==> src/rtl/hazard_unit.sv <==
// hazard_unit: decode-stage interlock for the cpu32 pipeline with a saturating stall counter.
// Optional: define HAZARD_FORWARD_EN for bypass selects and load-use-only stalls.
module hazard_unit #(
  parameter int CNT_W = 16
) (
  input  logic             clk,
  input  logic             reset,
  input  logic             de_valid,
  input  logic [3:0]       de_opcode,
  input  logic [3:0]       de_rd,
  input  logic [3:0]       de_ra,
  input  logic [3:0]       de_rb,
  input  logic             flush,
  output logic             hazard,
  output logic [1:0]       fwd_a,
  output logic [1:0]       fwd_b,
  output logic [CNT_W-1:0] stall_count
);

  function automatic logic reads_a(input logic [3:0] op);
    return (op <= 4'd7);
  endfunction

  function automatic logic reads_b(input logic [3:0] op);
    case (op)
      4'd0, 4'd3, 4'd6, 4'd7: return 1'b1;
      default:                return 1'b0;
    endcase
  endfunction

  // Stores carry their data register in rd, so it is compared as operand b.
  function automatic logic [3:0] src_b(input logic [3:0] op, input logic [3:0] rd,
                                       input logic [3:0] rb);
    return (op == 4'd3) ? rd : rb;
  endfunction

  function automatic logic writes(input logic [3:0] op);
    case (op)
      4'd0, 4'd1, 4'd2, 4'd4, 4'd5, 4'd6, 4'd7, 4'd8: return 1'b1;
      default:                                        return 1'b0;
    endcase
  endfunction

  function automatic logic [3:0] dest_of(input logic [3:0] op, input logic [3:0] rd,
                                         input logic [3:0] rb);
    return (op >= 4'd4 && op <= 4'd7) ? rb : rd;
  endfunction

  function automatic logic [CNT_W-1:0] sat_inc(input logic [CNT_W-1:0] cnt);
    return (&cnt) ? cnt : cnt + CNT_W'(1);
  endfunction

`ifdef HAZARD_FORWARD_EN
  function automatic logic is_load(input logic [3:0] op);
    return (op == 4'd2) || (op == 4'd8);
  endfunction

  function automatic logic [1:0] youngest(input logic in_ex, input logic in_mem,
                                          input logic in_wb);
    if (in_ex)       return 2'd1;
    else if (in_mem) return 2'd2;
    else if (in_wb)  return 2'd3;
    else             return 2'd0;
  endfunction
`endif

  logic       ex_vld_p0, mem_vld_p1, wb_vld_p2;
  logic [3:0] ex_dest_p0, mem_dest_p1, wb_dest_p2;
  logic       use_a, use_b;
  logic [3:0] opnd_b;
  logic       a_ex, a_mem, a_wb;
  logic       b_ex, b_mem, b_wb;
  logic       conflict;
  logic       issue;

  assign use_a  = reads_a(de_opcode);
  assign use_b  = reads_b(de_opcode);
  assign opnd_b = src_b(de_opcode, de_rd, de_rb);

  assign a_ex  = use_a & ex_vld_p0  & (ex_dest_p0  == de_ra);
  assign a_mem = use_a & mem_vld_p1 & (mem_dest_p1 == de_ra);
  assign a_wb  = use_a & wb_vld_p2  & (wb_dest_p2  == de_ra);
  assign b_ex  = use_b & ex_vld_p0  & (ex_dest_p0  == opnd_b);
  assign b_mem = use_b & mem_vld_p1 & (mem_dest_p1 == opnd_b);
  assign b_wb  = use_b & wb_vld_p2  & (wb_dest_p2  == opnd_b);

`ifdef HAZARD_FORWARD_EN
  logic ex_load_p0;

  // Only a load still in EX has no value to bypass yet.
  assign conflict = ex_load_p0 & (a_ex | b_ex);
  assign fwd_a    = de_valid ? youngest(a_ex, a_mem, a_wb) : 2'd0;
  assign fwd_b    = de_valid ? youngest(b_ex, b_mem, b_wb) : 2'd0;
`else
  // No regfile write-through, so a match anywhere down to WB must wait.
  assign conflict = a_ex | a_mem | a_wb | b_ex | b_mem | b_wb;
  assign fwd_a    = 2'd0;
  assign fwd_b    = 2'd0;
`endif

  assign hazard = de_valid & ~flush & conflict;
  assign issue  = de_valid & writes(de_opcode) & ~hazard & ~flush;

  // Stage boundary: decode -> EX -> MEM -> WB tracking, never stalled below decode
  always_ff @(posedge clk or posedge reset) begin
    if (reset) begin
      ex_vld_p0   <= 1'b0;
      ex_dest_p0  <= 4'd0;
      mem_vld_p1  <= 1'b0;
      mem_dest_p1 <= 4'd0;
      wb_vld_p2   <= 1'b0;
      wb_dest_p2  <= 4'd0;
    end else begin
      ex_vld_p0   <= issue;
      ex_dest_p0  <= issue ? dest_of(de_opcode, de_rd, de_rb) : 4'd0;
      mem_vld_p1  <= ex_vld_p0;
      mem_dest_p1 <= ex_dest_p0;
      wb_vld_p2   <= mem_vld_p1;
      wb_dest_p2  <= mem_dest_p1;
    end
  end

`ifdef HAZARD_FORWARD_EN
  always_ff @(posedge clk or posedge reset) begin
    if (reset) ex_load_p0 <= 1'b0;
    else       ex_load_p0 <= issue & is_load(de_opcode);
  end
`endif

  always_ff @(posedge clk or posedge reset) begin
    if (reset)       stall_count <= '0;
    else if (hazard) stall_count <= sat_inc(stall_count);
  end

endmodule

==> config.mk <==
export PLATFORM = sky130hd
export DESIGN_NAME = hazard_unit
export DESIGN_NICKNAME = d
export VERILOG_FILES = /design/src/rtl/hazard_unit.sv
export SDC_FILE = /design/constraint.sdc
export NUM_CORES = 1
export LEC_CHECK = 0
export ABC_AREA = 1
export ABC_CLOCK_PERIOD_IN_PS = 3560
export BUFFER_PORTS_ARGS = -buffer_cell sky130_fd_sc_hd__buf_2
export CORE_UTILIZATION = 35
export CTS_BUF_LIST = sky130_fd_sc_hd__clkbuf_4 sky130_fd_sc_hd__clkbuf_8
export DETAILED_ROUTE_END_ITERATION = 6
export PLACE_DENSITY_LB_ADDON = 0.08
export SYNTH_ARGS = -nofsm -noshare
export SYNTH_HDL_FRONTEND = slang
export SYNTH_SLANG_ARGS = --single-unit
export TNS_END_PERCENT = 50
==> constraint.sdc <==
create_clock -name clk -period 3.56 [get_ports clk]
set_input_delay 0.712 -clock clk [delete_from_list [all_inputs] [get_ports clk]]
set_output_delay 0.712 -clock clk [all_outputs]
set_load 0.005 [all_outputs]
* After elaboration in Yosys (flattened, before gate mapping)
Memory sizes are Yosys's and may differ from the RTL's. Index checks and enable logic that the tools add are counted. Widths: inputs -> output; s select.
Storage, ports and cells: flip-flop bits (word level) 31, bits in read-only memories 16, bits of input ports 20, output and inout port bits 21, memories kept 1
Memories:
- (name not given) | words 16, width 1, read ports 1, clocked after Yosys merged registers in 0, wr ports 0, line 38 | case (op)
Cells by class: add/sub/neg operators 1, $lt $le $gt $ge 2, eq/ne operators 9, muxes and demuxes 4, bitwise logic cells 25, reduce and logical (&&, ||, !) cells 5
Operators with widths (number):
- $eq 4x4->1 | 6
- $and 1x1->1 | 17
- $add 16x1->16 const B | 1
- $reduce_and 16->1 | 1
- $mux 4 | 3
- $eq 4x3->1 const B | 2
- $or 1x1->1 | 5
- $eq 4x2->1 const B | 1
- $ge 4x3->1 const B | 1
- $le 4x3->1 const B | 1
- $logic_not 4->1 | 1
- $reduce_or 4->1 | 1
- $not 1->1 | 3
- $reduce_and 2->1 | 1
- $logic_and 1x1->1 | 1
- $mux 1 | 1

* Logic depth before layout (Yosys ltp)
Gate-level depths: netlist (run 1).
depth after elaboration 13, depth in mapped cells 16, mapped depth without buffers 15

* Least setup slack after synthesis (run 1)
Ideal clock, no wire load.
path type in2out, from input port de_opcode[3], to output port hazard, arrival time 1.747 ns, slack 1.101 ns, stages 10, cells stage by stage buf_4 -> nor2_8 -> nand2_4 -> nand2_2 -> nand2_1 -> nand2_1 -> nand2_1 -> nor2_2 -> a21oi_4 -> a21oi_1
On the way: word-level cells in the longest chain between the ends 9, elaborated cells between the ends (all ways) 29, classes of those cells order compare: 1; eq/ne: 6; mux: 2; bitwise: 18; reduce/logical: 2
Ends and longest elaborated chain:
- start: declaration | line 9 | input logic [3:0] de_opcode,
- $le 4x3->1, or another cell as far along | line 21 | return (op <= 4'd7);
- $and 1x1->1, or another cell as far along (2 in series) | line 80 | assign a_ex = use_a & ex_vld_p0 & (ex_dest_p0 == de_ra);
- $or 1x1->1 or $and 1x1->1 (tied branches) (2 in series) | line 96, 83
- $or 1x1->1 (2 in series) | line 96 | assign conflict = a_ex | a_mem | a_wb | b_ex | b_mem | b_wb;
- $or 1x1->1 * | line 96
- $and 1x1->1 * | line 101 | assign hazard = de_valid & ~flush & conflict;
- end: declaration | line 14 | output logic hazard,
Mark *: on every way between the ends. The rest lies on a longest branch, timed or not.

* Worst setup path after layout (run 1)
from input port de_opcode[2], to output port hazard
The elaborated chain is that of the path after synthesis.

==> impl_metrics.ini, run 1 <==
[global_route]
grtUsageTotal_pct = 18.9
grt_pass1_wl_um = 9160
antenna_found_initial = 0
grt_pass1_vias = 1885
grt_max_degree = 32
overflow = 0

[timing]
max_freq_mhz = 366
maxSlewViolCount = 0
final.setup.worst_slack_ps = 824
min_period_over_period_pct = 76.9
worst_pin_slew_ps = 589
finalHoldViolations = 0
setup_viol = 0
slew-limit-headroom_pct = 60.5
skew_ps = 6.45
timing.hold.ws_ps = 384
finalSetupTns_ps = 0
rsz0062_at_grt = false
period_needed_ps = 2740

[place]
pre_cts_ws_ps = 795
portBuffers = 36
place_area_mm2 = 0.00235
place_inst = 407
globalplace.congestion = 0.856
hpwl_um = 4070

[clock_network]
numCtsBuffers = 5
hold_buffers = 0
cts_root_buffer = clkbuf_8
cts_resized = 0
post_cts_buffers = 0
cts_tree = yes
clkSinkCount = 31
clk_path_buf_depth = 2
clk_latency_ps = 280
cts.reportedPaths.clkPinSlew_ps = 60
htreeDepth = 2

[setup_path]
worst-path-buf-inv = 2
crit_chain = buf_2, nor2_1, nand2_1, a21oi_1, nand3_1, nor2_1, a21oi_4, a21oi_1, buf_2
cp.required_ps = 2850
start_kind = input port
crit_arrival_ps = 2020
slowest_delay_ps = 280
crit_type = input port to primary output
cp_max_fo = 4
cpLargestDelayFamily = compound AO/OA/AOI/OAI gates
cpMaxStageDelayCell = a21oi_1
setup.worst_path.end_class = primary output

[worst_hold_path]
hold_class = flop to flop

[layout]
drive_gt1_share_pct = 16.9
n_antenna_cell = 0
nFillCells = 617
num-nets-final = 363
final_cells = 415
design_area_mm2 = 0.00245
post-route-util_pct = 43.2
regArea_um2 = 776
multi_input_area_mm2 = 0.00115
area_delta_synth_final_pct = 16.1

[synthesis]
netlist_instances = 303
netlist_top_cells_area = dfrtp_1, nand2_1, nand3_1, nor2_1, inv_1
yosysWarnings = 0
synth_most_common_cell = nand2_1
post-synth-top-area-cell = dfrtp_1
seq_area_frac_synth_pct = 36.7
ys_seq_elements = 31
synth-edff-count = 0
synthArstFlopShare_pct = 100
synth_cell_types = 27
synth_common_cells = nand2_1, nand3_1, nor2_1
netlist_area_mm2 = 0.00211
synthFlopType = dfrtp_1
syn_avg_cell_area_um2 = 6.97
synth_top_area_share_pct = 36.7

[routing]
drt_iter0_drc = 142
vias = 2019
drc_errors = 0
first_pass_iters = 4
wl_per_cell_um = 12.7
drt-total-wl_um = 5290
antenna_left = 0
viasPerCell = 4.87

[floorplanning]
row_count = 27
core-area_mm2 = 0.00568
die_h_um = 79.7
die_w_um = 79.7
start_util_pct = 37.2
design.die.area_mm2 = 0.00635
io_pins = 41

[power_and_ir_drop]
leakagePower_nw = 1.34
power.total_mw = 0.792
power_density_mw_per_mm2 = 323
ir_worst_vdd_v = 0.000191

[run]
maxCapViolations = 0

[outcome]
status = finished clean
## where the power goes
part	leakage [nW]	total (mW)	switching, mW	internal (mW)
combinational	0.854	0.102	0.0671	0.0349
clock	0.0549	0.315	0.131	0.184
sequential	0.427	0.375	0.0124	0.362
total	1.34	0.792	0.211	0.581
## final cells by class
cell class,instances,area share (%)
Multi-Input combinational cell,229,46.8
Sequential cell,31,31.6
Timing Repair Buffer,38,7.96
Inverter,37,5.67
Clock buffer,8,4.24
Tap cell,72,3.68
## flip-flops by register name, summed over array words and instances (netlist names)
signal and cells:
ex_vld_p0 1, stall_count 16, wb_dest_p2 4, ex_dest_p0 4, wb_vld_p2 1, mem_vld_p1 1
mem_dest_p1 4
## kinds of logic after synthesis
kind of cell / count (synthesis) / share of synthesized area, %
adder cells (fa/ha/maj): 1 / 0.592
other: 1 / 0.178
buffers and inverters: 46 / 9.48
flip-flops: 31 / 36.7
XOR/XNOR: 17 / 7.05
AND/OR/NAND/NOR: 189 / 41.0
AO/OA/AOI/OAI: 18 / 4.98
## path summary, 6_finish.rpt
kind	start	endpoint	slack, ps	cells past startpoint
min reg2reg	mem_dest_p1[3]	wb_dest_p2[3]	380	0
max in group asynchronous	reset	ex_vld_p0	2760	3
min	mem_dest_p1[3]	wb_dest_p2[3]	380	0
max reg2reg	stall_count[0]	stall_count[14]	1350	8
max	de_opcode[2]	hazard	820	9
min in group asynchronous	reset	stall_count[6]	500	3
## metal layers
layer / GRT usage (%) / routed length, um / vias to the layer above
met5: 0 / 0 / -
met4: 6.00 / 41 / 0
met3: 4.46 / 235 / 2
met2: 25.8 / 2060 / 49
met1: 28.6 / 2950 / 921
li1: - / - / 1047
## worst register-to-register path, delay by kind of cell (launching register included)
family                     cells  cell delay (ps)
and+or+nand+nor                6             1070
buffers and inverters          1              340
DFF                            1              450
adders and majority gates      1              290
## layout by cell type, fill, tap and decap left out
cell type  Yosys  final
inv_2          2      2
buf_2          1     36
dfrtp_1       31     31
nand2_2        4      4
nand3_1       39     39
nand2_1       83     83
a21oi_1        3      3
conb_1         1      4
clkinv_1       1      1
nand4_1       18     18
nor2_2         1      1
nor2_1        36     36
clkbuf_4       0      1
nor3_1         4      4
a21oi_4        1      1
nand2_4        2      2
ha_1           1      1
inv_1         34     34
clkbuf_8       0      7
xnor2_1        9      9
nand3_4        1      1
buf_4          5      2
o21ai_1        1      1
o22ai_1        3      3
nor2_8         1      1
xor2_1         8      8
o21ai_0       10     10
No activity file was read; power rests on OpenSTA's default activity.
==> run 2: changes to the inputs <==
--- a/config.mk
+++ b/config.mk
@@ -5,8 +5,8 @@
 export SDC_FILE = /design/constraint.sdc
 export NUM_CORES = 1
 export LEC_CHECK = 0
-export ABC_AREA = 1
-export ABC_CLOCK_PERIOD_IN_PS = 3560
+export ABC_AREA = 0
+export ABC_CLOCK_PERIOD_IN_PS = 2900
 export BUFFER_PORTS_ARGS = -buffer_cell sky130_fd_sc_hd__buf_2
 export CORE_UTILIZATION = 35
 export CTS_BUF_LIST = sky130_fd_sc_hd__clkbuf_4 sky130_fd_sc_hd__clkbuf_8
==> constraint.sdc (replaced) <==
create_clock -name clk -period 2.9 [get_ports clk]
set_input_delay 0.58 -clock clk [delete_from_list [all_inputs] [get_ports clk]]
set_output_delay 0.58 -clock clk [all_outputs]
set_load 0.005 [all_outputs]
==> impl_metrics.ini, run 2 <==
[timing]
skew_ps = 7.61
final.setup.worst_slack_ps = -15.4
timing.hold.ws_ps = 385
maxSlewViolCount = 0
finalHoldViolations = 0
max_freq_mhz = 343
rsz0062_at_grt = true
setup_viol = 1
finalSetupTns_ps = -15.4
min_period_over_period_pct = 101
slew-limit-headroom_pct = 66.4
worst_pin_slew_ps = 501
period_needed_ps = 2920

[layout]
area_delta_synth_final_pct = 27.9
most-common-layout-cells = buf_2, dfrtp_1, xnor2_1
final_common_cell = buf_2
num-nets-final = 225
design_area_mm2 = 0.00214
largest_register = stall_count
largest_reg_flops = 16
n_antenna_cell = 0
final_cells = 257
post-route-util_pct = 47.9
drive_gt1_share_pct = 33.7

[global_route]
antenna_found_initial = 0
overflow = 0
grt_max_degree = 32
grtUsageTotal_pct = 16.2
grt_pass1_vias = 1366
grt_pass1_wl_um = 6290

[synthesis]
synth-edff-count = 0
netlist_top_cells_area = dfrtp_1, xnor2_1, xor2_1, nand3_1, mux2i_1
syn_avg_cell_area_um2 = 10.9
ys_seq_elements = 31
synth_cell_types = 33
synthArstFlopShare_pct = 100
synth_top_area_share_pct = 46.3
yosysWarnings = 0
synthFlopType = dfrtp_1
post-synth-top-area-cell = dfrtp_1
seq_area_frac_synth_pct = 46.3
synth_common_cells = dfrtp_1, xnor2_1, xor2_1
netlist_instances = 154
netlist_area_mm2 = 0.00168
synth_most_common_cell = dfrtp_1

[clock_network]
htreeDepth = 2
hold_buffers = 0
cts_root_buffer = clkbuf_8
numCtsBuffers = 5
cts.reportedPaths.clkPinSlew_ps = 70
clk_path_buf_depth = 2
clkSinkCount = 31
clk_latency_ps = 270
cts_tree = yes

[place]
portBuffers = 36
place_area_mm2 = 0.00196
hpwl_um = 2810
globalplace.congestion = 0.735
place_inst = 248
pre_cts_ws_ps = -128

[floorplanning]
core-area_mm2 = 0.00447
design.die.area_mm2 = 0.00507
start_util_pct = 37.4
row_count = 24
die_h_um = 71.2
die_w_um = 71.2
io_pins = 41

[routing]
first_pass_iters = 6
viasPerCell = 4.90
vias = 1259
wl_per_cell_um = 14.3
drt_iter0_drc = 77
drt-total-wl_um = 3660
drc_errors = 2
antenna_left = 0

[power_and_ir_drop]
power.total_mw = 0.929
leakagePower_nw = 1.08
ir_worst_vdd_v = 0.000213
power_density_mw_per_mm2 = 433

[setup_path]
start_kind = input port
cpMaxStageDelayCell = nor4bb_4
rr_endpoint = stall_count[12]
worst-path-buf-inv = 4
crit_type = input port to primary output
slowest_delay_ps = 280
rr_worst_depth = 9
setup.worst_path.end_class = primary output
r2r-start = mem_dest_p1[3]
rrSetupSlack_ps = 740
crit_arrival_ps = 2340
cpLargestDelayFamily = buffers and inverters
cp.required_ps = 2320
cp_max_fo = 4
crit_chain = buf_8, nor4bb_4, buf_6, mux2i_4, buf_4, xor2_1, a41oi_2, o311ai_4, nor2b_2, buf_2

[run]
maxCapViolations = 0

[outcome]
violations = DRC, setup timing
status = complete, but fails checks

[worst_hold_path]
hold_class = input port to asynchronous set/reset pin
run 2: cell types whose count changed in the layout (fill, tap and decap cells not counted), moves of 8 or more:
cell / previous run / this run
buf_4: 2 / 10
inv_1: 34 / 5
nand2_1: 83 / 5
nand3_1: 39 / 13
nand4_1: 18 / 5
nor2_1: 36 / 6
o21ai_0: 10 / 2
xnor2_1: 9 / 22
xor2_1: 8 / 16
run 2: cell families (layout without fill, tap and decap cells):
group	after synthesis	after routing	synth area share, %
multiplexers	10	10	6.80
XOR/XNOR	38	38	19.9
AO/OA/AOI/OAI	8	8	4.41
flip-flops	31	31	46.3
adder cells (fa/ha/maj)	1	1	0.747
AND/OR/NAND/NOR	53	53	17.4
buffers and inverters	12	60	4.26
other	1	4	0.224
run 2: layout make-up:
type                    count  area, um^2
clock buffers               7        83.8
clock inverters             1        5.00
fillers                   428        2330
inverters                   5        18.8
multi-input cells         114         901
flip-flops and latches     31         776
well taps                  52        65.1
repair buffers             47         293
run 2: routing by layer:
| layer | share of wire [%] | vias to the layer above | wire length [um] | GRT usage [%] |
|---|---|---|---|---|
| li1 | - | 618 | - | - |
| met1 | 47 | 609 | 1730 | 21.2 |
| met2 | 48 | 30 | 1770 | 27.2 |
| met3 | 4.0 | 2 | 146 | 4.56 |
| met4 | 0.38 | 0 | 14 | 2.67 |
| met5 | 0 | - | 0 | 0 |
run 2: worst max path at each step:
stage,from,end,slack (ps),cells past startpoint
2_1_floorplan,de_opcode[2],hazard,40,8
3_3_place_gp,de_opcode[2],hazard,-100,10
3_5_place_dp,de_opcode[2],hazard,-130,10
4_1_cts,de_opcode[3],hazard,-90,10
5_1_grt,de_opcode[2],hazard,-150,9
6_report,de_opcode[2],hazard,-20,10
run 2: report_power, final:
part           internal [mW]  switching, mW
clock network          0.187          0.151
registers              0.446         0.0162
logic                 0.0640         0.0639
run 2: worst register-to-register path, stage by stage (launching register included):
cell	delay, ps
dfrtp_1	430
xor2_1	160
nor3_1	210
nand3_1	100
a31oi_1	240
a41oi_2	80
o311ai_4	110
buf_4	250
nand4_1	120
mux2_1	320
run 2: timing repair:
item,CTS,global route
setup endpoints to repair,1,1
pin swaps,4,9
setup buffers,0,1
gates resized for setup,10,5
==> run 3: changes to the inputs <==
--- a/config.mk
+++ b/config.mk
@@ -11,7 +11,7 @@
 export CORE_UTILIZATION = 35
 export CTS_BUF_LIST = sky130_fd_sc_hd__clkbuf_4 sky130_fd_sc_hd__clkbuf_8
 export DETAILED_ROUTE_END_ITERATION = 6
-export PLACE_DENSITY_LB_ADDON = 0.08
+export MAX_ROUTING_LAYER = met4
 export SYNTH_ARGS = -nofsm -noshare
 export SYNTH_HDL_FRONTEND = slang
 export SYNTH_SLANG_ARGS = --single-unit
==> impl_metrics.ini, run 3 (synthesized netlist as in run 2, its figures left out) <==
[outcome]
status = complete, but fails checks
violations = DRC, setup timing

[timing]
max_freq_mhz = 344
rsz0062_at_grt = true
final.setup.worst_slack_ps = -10.6
skew_ps = 8.79
min_period_over_period_pct = 100
timing.hold.ws_ps = 368
setup_viol = 1
maxSlewViolCount = 0
finalHoldViolations = 0
period_needed_ps = 2910

[clock_network]
clk_path_buf_depth = 2
clkSinkCount = 31
numCtsBuffers = 5
cts.reportedPaths.clkPinSlew_ps = 70
hold_buffers = 0
cts_root_buffer = clkbuf_8
clk_latency_ps = 290
htreeDepth = 2
cts_tree = yes

[worst_hold_path]
hold_class = input port to asynchronous set/reset pin

[place]
pre_cts_ws_ps = -104
place_area_mm2 = 0.00197
globalplace.congestion = 0.810
portBuffers = 36
hpwl_um = 2530

[routing]
drt-total-wl_um = 3410
drc_errors = 2
first_pass_iters = 7
drt_iter0_drc = 46
viasPerCell = 4.87
vias = 1246
wl_per_cell_um = 13.3
antenna_left = 0

[layout]
num-nets-final = 226
design_area_mm2 = 0.00214
multi_input_area_um2 = 906
regArea_um2 = 776
drive_gt1_share_pct = 33.3
n_antenna_cell = 0
largest_register = stall_count
nFillCells = 424
largest_reg_flops = 16
area_delta_synth_final_pct = 27.6
most-common-layout-cells = buf_2, dfrtp_1, xnor2_1
final_common_cell = buf_2

[power_and_ir_drop]
leakagePower_nw = 1.07
ir_worst_vdd_v = 0.000300
power_density_mw_per_mm2 = 426

[setup_path]
worst-path-buf-inv = 3
rr_endpoint = stall_count[12]
rr_worst_depth = 9
rrSetupSlack_ps = 780
cpMaxStageDelayCell = o311ai_4
crit_type = input port to primary output
crit_arrival_ps = 2330
crit_chain = buf_8, nor4bb_4, buf_6, mux2i_4, xor2_1, nand2_1, o311ai_4, nor2b_4, buf_2
cp_max_fo = 4
setup.worst_path.end_class = primary output
r2r-start = mem_dest_p1[0]
slowest_delay_ps = 320
cpLargestDelayFamily = simple AND/OR/NAND/NOR gates
start_kind = input port
cp.required_ps = 2320

[floorplanning]
design.die.area_mm2 = 0.00507
core-area_mm2 = 0.00447
die_h_um = 71.2
io_pins = 41
row_count = 24
die_w_um = 71.2
start_util_pct = 37.4

[global_route]
overflow = 0
antenna_found_initial = 0
grt_pass1_wl_um = 5590
grtUsageTotal_pct = 15.3
grt_pass1_vias = 1179
grt_max_degree = 32

[run]
maxCapViolations = 0
run 3: cell types whose count changed in the layout (fill, tap and decap cells not counted):
cell,change
clkbuf_4,-1
nor2b_2,-1
buf_8,-1
buf_4,+1
clkinv_2,-1
nor2b_4,+1
buf_6,+1
run 3: worst max-delay path by stage:
stage / from / to / slack (ps) / cells past startpoint
finish: de_opcode[3] / hazard / -10 / 9
global route: de_opcode[3] / hazard / -110 / 9
CTS: de_opcode[3] / hazard / -60 / 9
detailed placement: de_opcode[2] / hazard / -100 / 10
global placement: de_opcode[2] / hazard / -60 / 10
floorplan: de_opcode[2] / hazard / 40 / 8
run 3: per-stage QoR:
| stage | instances | power, mW | util [%] | TNS [ps] |
|---|---|---|---|---|
| 2_1_floorplan | 157 | 0.538 | - | 0 |
| 3_3_place_gp | 250 | 0.584 | 44.1 | -101 |
| 3_5_place_dp | 250 | 0.584 | 44.1 | -418 |
| 4_1_cts | 256 | 0.916 | 47.1 | -61.8 |
| 5_1_grt | 256 | 0.954 | 47.8 | -113 |
| 6_report | 256 | 0.910 | 47.8 | -10.6 |
run 3: area by class of cell:
| type | instances | share of cell area, % |
|---|---|---|
| clock buffers | 6 | 3.57 |
| inverters | 5 | 0.878 |
| multi-input cells | 114 | 42.4 |
| flip-flops and latches | 31 | 36.3 |
| well taps | 52 | 3.04 |
| repair buffers | 48 | 13.9 |
run 3: power breakdown:
| part | internal [mW] | switching [mW] | total, mW | leakage [nW] |
|---|---|---|---|---|
| Clock | 0.169 | 0.153 | 0.322 | 0.0406 |
| Sequential | 0.447 | 0.0148 | 0.461 | 0.427 |
| Combinational | 0.0641 | 0.0622 | 0.126 | 0.607 |
run 3: metal layers:
layer	track usage (%)	up-vias	share of wire, %
li1	-	621	-
met1	20.6	584	49
met2	21.6	33	45
met3	3.70	8	4.7
met4	7.33	0	2.0
met5	-	-	0
run 3: repair_timing:
| item | 4_1_cts | 5_1_grt |
|---|---|---|
| endpoints found under the setup margin | 1 | 1 |
| buffers inserted | 0 | 0 |
| pin swaps | 4 | 4 |
| resized for setup | 8 | 6 |
| gates cloned | 0 | 0 |
run 3: worst min-delay path, cell delays in order:
cell,delay [ps]
buf_2,90
inv_1,40
buf_4,350
